## src/rtl/exception_sequencer.sv

```systemverilog
// Sequencer that owns the write-back and PC-redirect controls during post-reset
// stack-pointer init and exception entry. All outputs are registered Moore decodes.
module exception_sequencer #(
  parameter int VEC_BASE = 253,
  parameter int SP_REG   = 29,
  parameter int MEM_LAT  = 1
) (
  input  logic        clk,
  input  logic        reset,
  input  logic        exc_req,
  input  logic [1:0]  exc_code,
  input  logic [7:0]  mem_rdata,
  output logic        override,
  output logic        busy,
  output logic        done,
  output logic        reg_write,
  output logic [4:0]  write_reg,
  output logic [2:0]  memtoreg,
  output logic        epc_write,
  output logic        mem_read,
  output logic [31:0] mem_addr,
  output logic [31:0] exc_addr,
  output logic        pc_write,
  output logic        pc_src_exc,
  output logic [2:0]  state_dbg
);

  typedef enum logic [2:0] {
    INIT_SP  = 3'd0,
    IDLE     = 3'd1,
    EPC_SAVE = 3'd2,
    MEM_WAIT = 3'd3,
    VEC_LOAD = 3'd4,
    JUMP     = 3'd5
  } state_t;

  state_t      state, nxt, tgt;
  logic [1:0]  code_q, nxt_code, tgt_code;
  logic [1:0]  cnt;

  logic        d_override, d_busy, d_done, d_reg_write, d_epc_write;
  logic        d_mem_read, d_pc_write, d_pc_src_exc;
  logic [4:0]  d_write_reg;
  logic [2:0]  d_memtoreg;
  logic [31:0] d_mem_addr;

  assign state_dbg = state;

  // Next state, then the outputs that state will present. Decoding the target
  // state (reset folded in) lets every output be a plain register.
  always_comb begin
    nxt      = state;
    nxt_code = code_q;
    unique case (state)
      INIT_SP:  nxt = IDLE;
      IDLE: begin
        if (exc_req && exc_code != 2'b11) begin
          nxt      = EPC_SAVE;
          nxt_code = exc_code;
        end
      end
      EPC_SAVE: nxt = MEM_WAIT;
      MEM_WAIT: if (cnt == 2'd0) nxt = VEC_LOAD;
      VEC_LOAD: nxt = JUMP;
      JUMP:     nxt = IDLE;
      default:  nxt = INIT_SP;
    endcase

    tgt      = reset ? INIT_SP : nxt;
    tgt_code = reset ? 2'b00 : nxt_code;

    d_override   = 1'b0;
    d_busy       = (tgt != IDLE);
    d_done       = 1'b0;
    d_reg_write  = 1'b0;
    d_write_reg  = 5'd0;
    d_memtoreg   = 3'b000;
    d_epc_write  = 1'b0;
    d_mem_read   = 1'b0;
    d_mem_addr   = 32'd0;
    d_pc_write   = 1'b0;
    d_pc_src_exc = 1'b0;
    unique case (tgt)
      INIT_SP: begin
        d_override  = 1'b1;
        d_reg_write = 1'b1;
        d_write_reg = 5'(SP_REG);
        d_memtoreg  = 3'b010;
      end
      EPC_SAVE: begin
        d_override  = 1'b1;
        d_epc_write = 1'b1;
        d_mem_read  = 1'b1;
        d_mem_addr  = 32'(VEC_BASE) + {30'd0, tgt_code};
      end
      MEM_WAIT: begin
        d_override = 1'b1;
        d_mem_read = 1'b1;
        d_mem_addr = 32'(VEC_BASE) + {30'd0, tgt_code};
      end
      VEC_LOAD: begin
        d_override = 1'b1;
        d_mem_addr = 32'(VEC_BASE) + {30'd0, tgt_code};
      end
      JUMP: begin
        d_override   = 1'b1;
        d_pc_write   = 1'b1;
        d_pc_src_exc = 1'b1;
        d_done       = 1'b1;
      end
      default: ;
    endcase
  end

  always_ff @(posedge clk) begin
    state      <= tgt;
    code_q     <= tgt_code;
    override   <= d_override;
    busy       <= d_busy;
    done       <= d_done;
    reg_write  <= d_reg_write;
    write_reg  <= d_write_reg;
    memtoreg   <= d_memtoreg;
    epc_write  <= d_epc_write;
    mem_read   <= d_mem_read;
    mem_addr   <= d_mem_addr;
    pc_write   <= d_pc_write;
    pc_src_exc <= d_pc_src_exc;
    if (reset) begin
      cnt      <= 2'd0;
      exc_addr <= 32'd0;
    end else begin
      if (state == EPC_SAVE)
        cnt <= 2'(MEM_LAT - 1);
      else if (state == MEM_WAIT && cnt != 2'd0)
        cnt <= cnt - 2'd1;
      if (state == VEC_LOAD)
        exc_addr <= {24'd0, mem_rdata};
    end
  end

endmodule
```

## config.mk

```make
export PLATFORM = sky130hd
export DESIGN_NAME = exception_sequencer
export DESIGN_NICKNAME = d
export VERILOG_FILES = /design/src/rtl/exception_sequencer.sv
export SDC_FILE = /design/constraint.sdc
export NUM_CORES = 1
export LEC_CHECK = 0
export ABC_CLOCK_PERIOD_IN_PS = 1900
export CAP_MARGIN = 10
export CORE_AREA = 3 3 66 68
export CTS_BUF_LIST = sky130_fd_sc_hd__clkbuf_8
export DETAILED_ROUTE_END_ITERATION = 8
export DIE_AREA = 0 0 69 71
export GPL_ROUTABILITY_DRIVEN = 0
export PLACE_DENSITY = 0.92
export REMOVE_ABC_BUFFERS = 1
export SLEW_MARGIN = 30
export SYNTH_ARGS = -nofsm -noshare
export SYNTH_HDL_FRONTEND = slang
export SYNTH_SLANG_ARGS = --single-unit
export TNS_END_PERCENT = 5
```

## constraint.sdc

```tcl
create_clock -name clk -period 1.9 [get_ports clk]
set_input_delay 0.285 -clock clk [delete_from_list [all_inputs] [get_ports clk]]
set_output_delay 0.285 -clock clk [all_outputs]
set_load 0.005 [all_outputs]
```

* Word-level counts from Yosys, hierarchy flattened
Index checks and enable logic that the tools add are counted.
** Word-level totals
- Input bits :: 13
- Word-level logic and storage cells :: 51
- Register bits :: 61
** Operators by class
- Muxes and demuxes :: 14
- Add/sub/neg operators :: 2
- Reductions and logical operators :: 11
- Equal/unequal tests :: 11
** Operator list (number)
- $pmux W3 S5 :: 1
- $eq A3 B2 Y1 const B :: 4
- $eq A3 B3 Y1 const B :: 4
- $add A8 B2 Y9 const A :: 1
- $mux W3 :: 3
- $mux W2 :: 4
- $logic_not A3 Y1 :: 2
- $reduce_or A2 Y1 :: 3
- $mux W1 :: 5
- $mux W5 :: 1
- $reduce_or A5 Y1 :: 1
- $eq A3 B1 Y1 const B :: 1
- $ne A3 B1 Y1 const B :: 1
- $reduce_or A3 Y1 :: 1
- $logic_and A1 B1 Y1 :: 2
- $logic_not A2 Y1 :: 1
- $ne A2 B2 Y1 const B :: 1
- $reduce_bool A2 Y1 :: 1
- $sub A2 B1 Y2 const B :: 1

* Logic depth before layout (Yosys ltp)
Gate-level depths: netlist (run 1).
- Word-level depth :: 8
- Gate-level depth with buffers :: 5
- Gate-level depth less buffers :: 5

* Least setup slack after synthesis (run 1)
No wires, ideal clock.
- Path type :: reg2reg
- Start point :: register state[0] (netlist: state_dbg[0])
- End point :: register mem_addr[1]
- Slack :: 0.210 ns
- Arrival :: 1.560 ns
- Period minus slack after synthesis :: 1.690 ns
- Buffers on the path :: 0
- Stages on the path, launching flop included :: 6
- Data required time :: 1.770 ns
- Cell sequence :: dfxtp_1 -> nand2_1 -> nor4b_4 -> mux2i_1 -> ha_1 -> nor4b_1
** On the way
- Elaborated cells between the ends (all ways) :: 18
- Those cells by class :: add/sub (1); eq/ne (8); mux (6); reduce/logical (3)
** RTL lines
- start, declared :: line 37 : state_t state, nxt, tgt;
- start signal, assigned :: line 116 : state <= tgt;
- $eq A3 B1 Y1 :: line 54 : unique case (state)
- $mux W2 :: line 54
- $mux W2 :: line 70 : tgt_code = reset ? 2'b00 : nxt_code;
- named net tgt_code[0] :: line 38 : logic [1:0] code_q, nxt_code, tgt_code;
- $add A8 B2 Y9 :: line 94, 99, 103
- end signal, assigned :: line 126 : mem_addr <= d_mem_addr;
- end, declared :: line 21 : output logic [31:0] mem_addr,
The timed path passes the listed nets, and every way through them passes these cells.
A chain may end at the register's enable or synchronous reset.

* Worst setup path after layout (run 1)
- Start point :: input exc_req
- End point :: register mem_addr[1]
** On the way
- Elaborated cells between the ends (all ways) :: 12
- Those cells by class :: add/sub (1); eq/ne (3); mux (6); reduce/logical (2)
** RTL lines
- start, declared :: line 10 : input logic exc_req,
- $logic_and A1 B1 Y1 :: line 57 : if (exc_req && exc_code != 2'b11) begin
- $mux W2 :: line 57
- $mux W2 :: line 54
- $mux W2 :: line 70
- named net tgt_code[1] :: line 38
- $add A8 B2 Y9 :: line 94, 99, 103
The timed path passes the listed nets, and every way through them passes these cells.

==> qor.csv, run 1 <==
metric,value,unit
coreArea,3910,sq um
postPlaceCellArea,1680,sq um
synth_seq_cells,25,
grt_pass1_wl,4040,microns
rsz0062_at_grt,false,
worstPathMaxFanout,3,
cts_hold_buf,0,
dieArea,4900,sq um
fmax,0.566,GHz
stdcell_count,244,
finalHoldViolations,0,
yosys.area.top_type,dfxtp_1,
critical_path_class,input pin to register,
cts_max_path_buffers,2,
dr.first_iter.drc_count,27,
maxCapViolCount,0,
fin_area,1740,sq um
worst_ir_drop_vdd,0.000451,V
arrival,1.92,ns
cts_tree,yes,
worst-endpoint-required,2.05,ns
finalMaxSlewViolations,0,
via_per_inst,3.92,
synth_area,1420,sq um
numClockSinks,25,
intPower,0.796,mW
status,"finished, final reports clean",
synth_compound_area_share,4.86,%
fillers,401,
numCtsBuffers,3,
routed_wl,2640,microns
grt_start_max_net_pins,19,
start_util,36.2,%
synth_xor_area_share,0,%
placed_cells,238,
seq_power_share,52.4,%
cp_slowest_cell,clkdlybuf4s50_1,
clk_pin_slew,0.09,ns
insertion_delay,0.26,ns
yosys-top-cells-area,"dfxtp_1, buf_4, mux2i_1",
swShare,24.5,%
antenna_found_initial,0,
combPwrFrac,18.2,%
postCtsSetupRepairBufs,0,
clock_skew,0.00318,ns
path_delay_family,simple AND/OR/NAND/NOR gates,
drive_above_1_share,8.76,%
cts-root-buf,clkbuf_8,
yosysWarningCount,0,
ant_nets,0,
synthCells,153,
p_sw,0.258,mW
cts_resized,0,
yosysUniqueCellTypes,29,
gr-total-overflow,0,
period_needed,1.77,ns
ys_top_cells_by_count,"buf_4, dfxtp_1, nor2_1",
global_route.usage.total,9.96,%
synth_top_cell_area_share,35.3,%
dr.pass1.iters,4,
portBuffers,45,
setup_violations,0,
fin_crit_sh,93.1,%
placementRows,23,
hold_class,register to register,
syn_avg_cell_area,9.26,sq um
synth_enable_flop_cells,0,
drc,0,
grt_pass1_vias,896,
dp_hpwl,2100,microns
synth_mux_area_share,7.07,%
synth-simple-area-share,14.6,%
die_h,71,microns
fin_nets,210,
htreeDepth,1,
ioPinCount,96,
path_buf_inv,1,
async_reset_ff_share,0,%
synth_top_family_by_area,buffers and inverters,
power_density,606,nW/um^2
clockPowerShare,29.3,%
leakage,0.727,nW
path_cells,clkdlybuf4s50_1 -> nand2_1 -> nor4b_4 -> mux2i_1 -> ha_1 -> nor4b_1,
vias,957,
final.setup.tns,0,ns
synth_most_common_cell,buf_4,
cp-start-kind,input pin,
largest_register_ffs,8,
regMostFlops,exc_addr,
synthFlopType,dfxtp_1,
yosysSeqAreaShare,35.3,%
synth_adder_area_share,1.77,%
diodes,0,
die_w,69,microns
wl_per_cell,10.8,microns
area_growth,22.9,%
crit_path_max_incr_delay,0.48,ns
end_kind,register,
-- layout by cell type, fill, tap and decap left out, types with 3 or more instances in the layout --
| cell type | instances |
|---|---|
| inv_1 | 3 |
| nand2b_1 | 6 |
| buf_4 | 10 |
| clkbuf_8 | 3 |
| or4_1 | 4 |
| clkdlybuf4s50_1 | 45 |
| mux2i_1 | 10 |
| conb_1 | 50 |
| dfxtp_1 | 25 |
| nor2_1 | 11 |
| a21oi_1 | 3 |
-- worst min-delay path: cells and delay by family, from the launching register on --
family             cells  cell delay (ns)
AOI/OAI and AO/OA      2             0.13
DFF                    1             0.32
-- logic make-up after synthesis --
group                    after synthesis
buffers and inverters                 71
other                                  1
flip-flops                            25
AND/OR/NAND/NOR                       33
adder cells (fa/ha/maj)                2
AO/OA/AOI/OAI                         11
multiplexers                          10
-- routing by layer --
layer  global-route usage (%)  vias up  share of wire (%)
met5                        0        -                  0
met4                     3.04        0               0.79
met3                     2.27        4                7.3
met2                     18.6       41                 55
met1                     11.2      443                 37
li1                         -      469                  -
-- final timing paths --
| kind | cells past startpoint | start | to | slack (ns) |
|---|---|---|---|---|
| hold reg to reg | 2 | cnt[1] | cnt[1] | 0.48 |
| setup reg to reg | 5 | state_dbg[0] | mem_addr[1] | 0.30 |
| hold / removal | 2 | cnt[1] | cnt[1] | 0.48 |
| setup / recovery | 6 | exc_req | mem_addr[1] | 0.13 |
-- through the flow --
| stage | hold WS, ns | utilization, % | power (mW) | setup slack (ns) |
|---|---|---|---|---|
| 2_1_floorplan | 0.354 | - | 0.636 | 0.204 |
| 3_3_place_gp | 0.463 | 42.8 | 0.749 | -0.0484 |
| 3_5_place_dp | 0.479 | 42.8 | 0.753 | -0.190 |
| 4_1_cts | 0.490 | 44.1 | 1.06 | 0.102 |
| 5_1_grt | 0.531 | 44.5 | 1.11 | 0.00236 |
| 6_report | 0.483 | 44.5 | 1.05 | 0.132 |
-- power by group through the flow --
stage	Clock [mW]	Sequential [mW]	Combinational [mW]
2_1_floorplan	0	0.575	0.0604
3_3_place_gp	0	0.565	0.183
3_5_place_dp	0	0.566	0.187
4_1_cts	0.320	0.554	0.188
5_1_grt	0.340	0.556	0.210
6_report	0.309	0.553	0.192
-- final cells by class --
class	count	area, sq um	share of cell area, %
Sequential cell	25	500	28.8
Clock buffer	3	41.3	2.37
Multi-Input combinational cell	106	588	33.8
Clock inverter	1	7.51	0.431
Tap cell	50	62.6	3.59
Timing Repair Buffer	55	526	30.2
Inverter	4	15.0	0.863
Note: power is estimated with default switching activity, not from simulation.
==> run 2, diff against run 1 <==
Settings changed: CORE_AREA 3 3 66 68 to 2 2 65 67, CTS_CLUSTER_DIAMETER set to 60, DIE_AREA 0 0 69 71 to 0 0 67 69, GPL_ROUTABILITY_DRIVEN 0 to unset.
==> qor.csv, run 2 (synthesis results as in run 1) <==
metric,value,unit,change
status,"finished, final reports clean",,
critical_path_class,input pin to register,,
hold_class,register to register,,
worst_r2r_path_depth,5,,unchanged
gp_routability_congestion,0.767,,
largest_register_ffs,8,,unchanged
portBuffers,45,,unchanged
seq_power_share,53.6,%,+1.2 points
intPower,0.789,mW,-0.93%
drc,0,,unchanged
dr.first_iter.drc_count,20,,-26%
path_cells,clkdlybuf4s50_1 -> nand2_1 -> nor4b_4 -> mux2i_1 -> ha_1 -> nor4b_1,,
die_w,67,microns,-2.9%
drive_above_1_share,7.29,%,-1.5 points
rsz0062_at_grt,false,,
dp_hpwl,2000,microns,-4.8%
postPlaceCellArea,1680,sq um,unchanged
insertion_delay,0.26,ns,about the same
fmax,0.579,GHz,+2.4%
setup_violations,0,,unchanged
final_cell_mix,"conb_1, clkdlybuf4s50_1, dfxtp_1",,
power_density,601,nW/um^2,-0.88%
die_h,69,microns,-2.8%
cts_resized,0,,unchanged
fin_area,1720,sq um,-1.1%
final.setup.tns,0,ns,unchanged
finalHoldViolations,0,,unchanged
vias,941,,-1.7%
reg2reg_slack,0.36,ns,+0.06 ns
end_kind,register,,
worstPathMaxFanout,3,,unchanged
clk_pin_slew,0.08,ns,about the same
grt_pass1_vias,832,,-7.1%
global_route.usage.total,10.2,%,+0.26 points
worst_ir_drop_vdd,0.000494,V,+9.6%
finalMaxSlewViolations,0,,unchanged
cts_max_path_buffers,2,,unchanged
cp-start-kind,input pin,,
swShare,23.7,%,-0.78 points
cts_tree,yes,,
combPwrFrac,18.0,%,-0.2 points
routed_wl,2460,microns,-7.1%
reg2reg_to,mem_addr[1],,
cp-startpoint,exc_req,,
postCtsSetupRepairBufs,0,,unchanged
regMostFlops,exc_addr,,
fin_crit_sh,90.9,%,-2.1 points
numClockSinks,25,,unchanged
fin_nets,208,,-0.95%
htreeDepth,1,,unchanged
dieArea,4620,sq um,-5.6%
cp_slowest_cell,clkdlybuf4s50_1,,
diodes,0,,unchanged
total_power,1.03,mW,-1.9%
worst-endpoint-required,2.04,ns,about the same
crit_end,mem_addr[1],,
grt_pass1_wl,3760,microns,-6.8%
wl_per_cell,10.1,microns,-6.3%
leakage,0.721,nW,-0.81%
rr_startpoint,state_dbg[0],,
antenna_found_initial,0,,unchanged
arrival,1.86,ns,-0.06 ns
ant_nets,0,,unchanged
grt_start_max_net_pins,14,,-5
placementRows,23,,unchanged
worst_hold_slack,0.491,ns,+0.00786 ns
start_util,36.2,%,unchanged
layout_commonest_cell,conb_1,,
ioPinCount,96,,unchanged
area_growth,21.6,%,
crit_path_max_incr_delay,0.48,ns,about the same
cts_hold_buf,0,,unchanged
gr-total-overflow,0,,unchanged
coreArea,3910,sq um,unchanged
via_per_inst,3.89,,-0.86%
clock_skew,0.00766,ns,+0.00447 ns
cts-root-buf,clkbuf_8,,
maxCapViolCount,0,,unchanged
dr.pass1.iters,2,,-2
clockPowerShare,28.4,%,-0.9 points
p_sw,0.245,mW,-5.1%
numCtsBuffers,3,,unchanged
period_needed,1.73,ns,-0.0407 ns
run 2: changes by cell type in the layout (fill, tap and decap cells not counted), sizes merged:
| cell | before | now |
|---|---|---|
| clkinvlp | 1 | 0 |
| buf | 10 | 8 |
| inv | 3 | 4 |
run 2: metal layers:
metal | vias to the layer above | global-route usage, % | part of all wire (%)
li1 | 467 | - | -
met1 | 424 | 11.1 | 38
met2 | 48 | 18.6 | 52
met3 | 2 | 2.61 | 9.2
met4 | 0 | 3.40 | 0.77
met5 | - | 0 | 0
run 2: stage by stage:
| step | utilization (%) | setup slack [ns] | cells |
|---|---|---|---|
| floorplan | - | 0.204 | 135 |
| global placement | 42.8 | -0.0313 | 238 |
| detailed placement | 42.8 | -0.114 | 238 |
| CTS | 44.0 | 0.163 | 242 |
| global route | 44.0 | 0.0368 | 242 |
| finish | 44.0 | 0.173 | 242 |
run 2: worst min-delay path by stage:
stage	slack, ns	to	cells after the start	startpoint
4_1_cts	0.50	cnt[1]	2	cnt[1]
3_5_place_dp	0.48	cnt[1]	2	cnt[1]
5_1_grt	0.53	cnt[1]	2	cnt[1]
3_3_place_gp	0.46	cnt[1]	2	cnt[1]
2_1_floorplan	0.35	cnt[0]	1	reset
6_report	0.49	cnt[1]	2	cnt[1]
run 2: final cells by class:
cell class | count | area [sq um]
Tap cell | 50 | 62.6
Clock inverter | 1 | 3.75
Multi-Input combinational cell | 106 | 588
Timing Repair Buffer | 53 | 510
Clock buffer | 3 | 41.3
Inverter | 4 | 15.0
Sequential cell | 25 | 500
Fill cell | 403 | 2190
run 2: worst max-delay path, delay by kind of cell:
family	cells	cell delay, ns
and+or+nand+nor	3	0.56
buffers and inverters	1	0.48
muxes	1	0.28
adders and majority gates	1	0.25
run 2: power by group through the flow:
stage	clock [mW]	sequential (mW)	combinational [mW]
floorplan	0	0.575	0.0604
global placement	0	0.566	0.182
detailed placement	0	0.567	0.184
CTS	0.304	0.555	0.185
global route	0.333	0.557	0.202
finish	0.294	0.554	0.186
==> run 3, diff against run 2 <==
Settings changed: TNS_END_PERCENT 5 to 1.
==> results of run 3 <==
No change in the layout: final DEF, timing and power equal those of run 2.
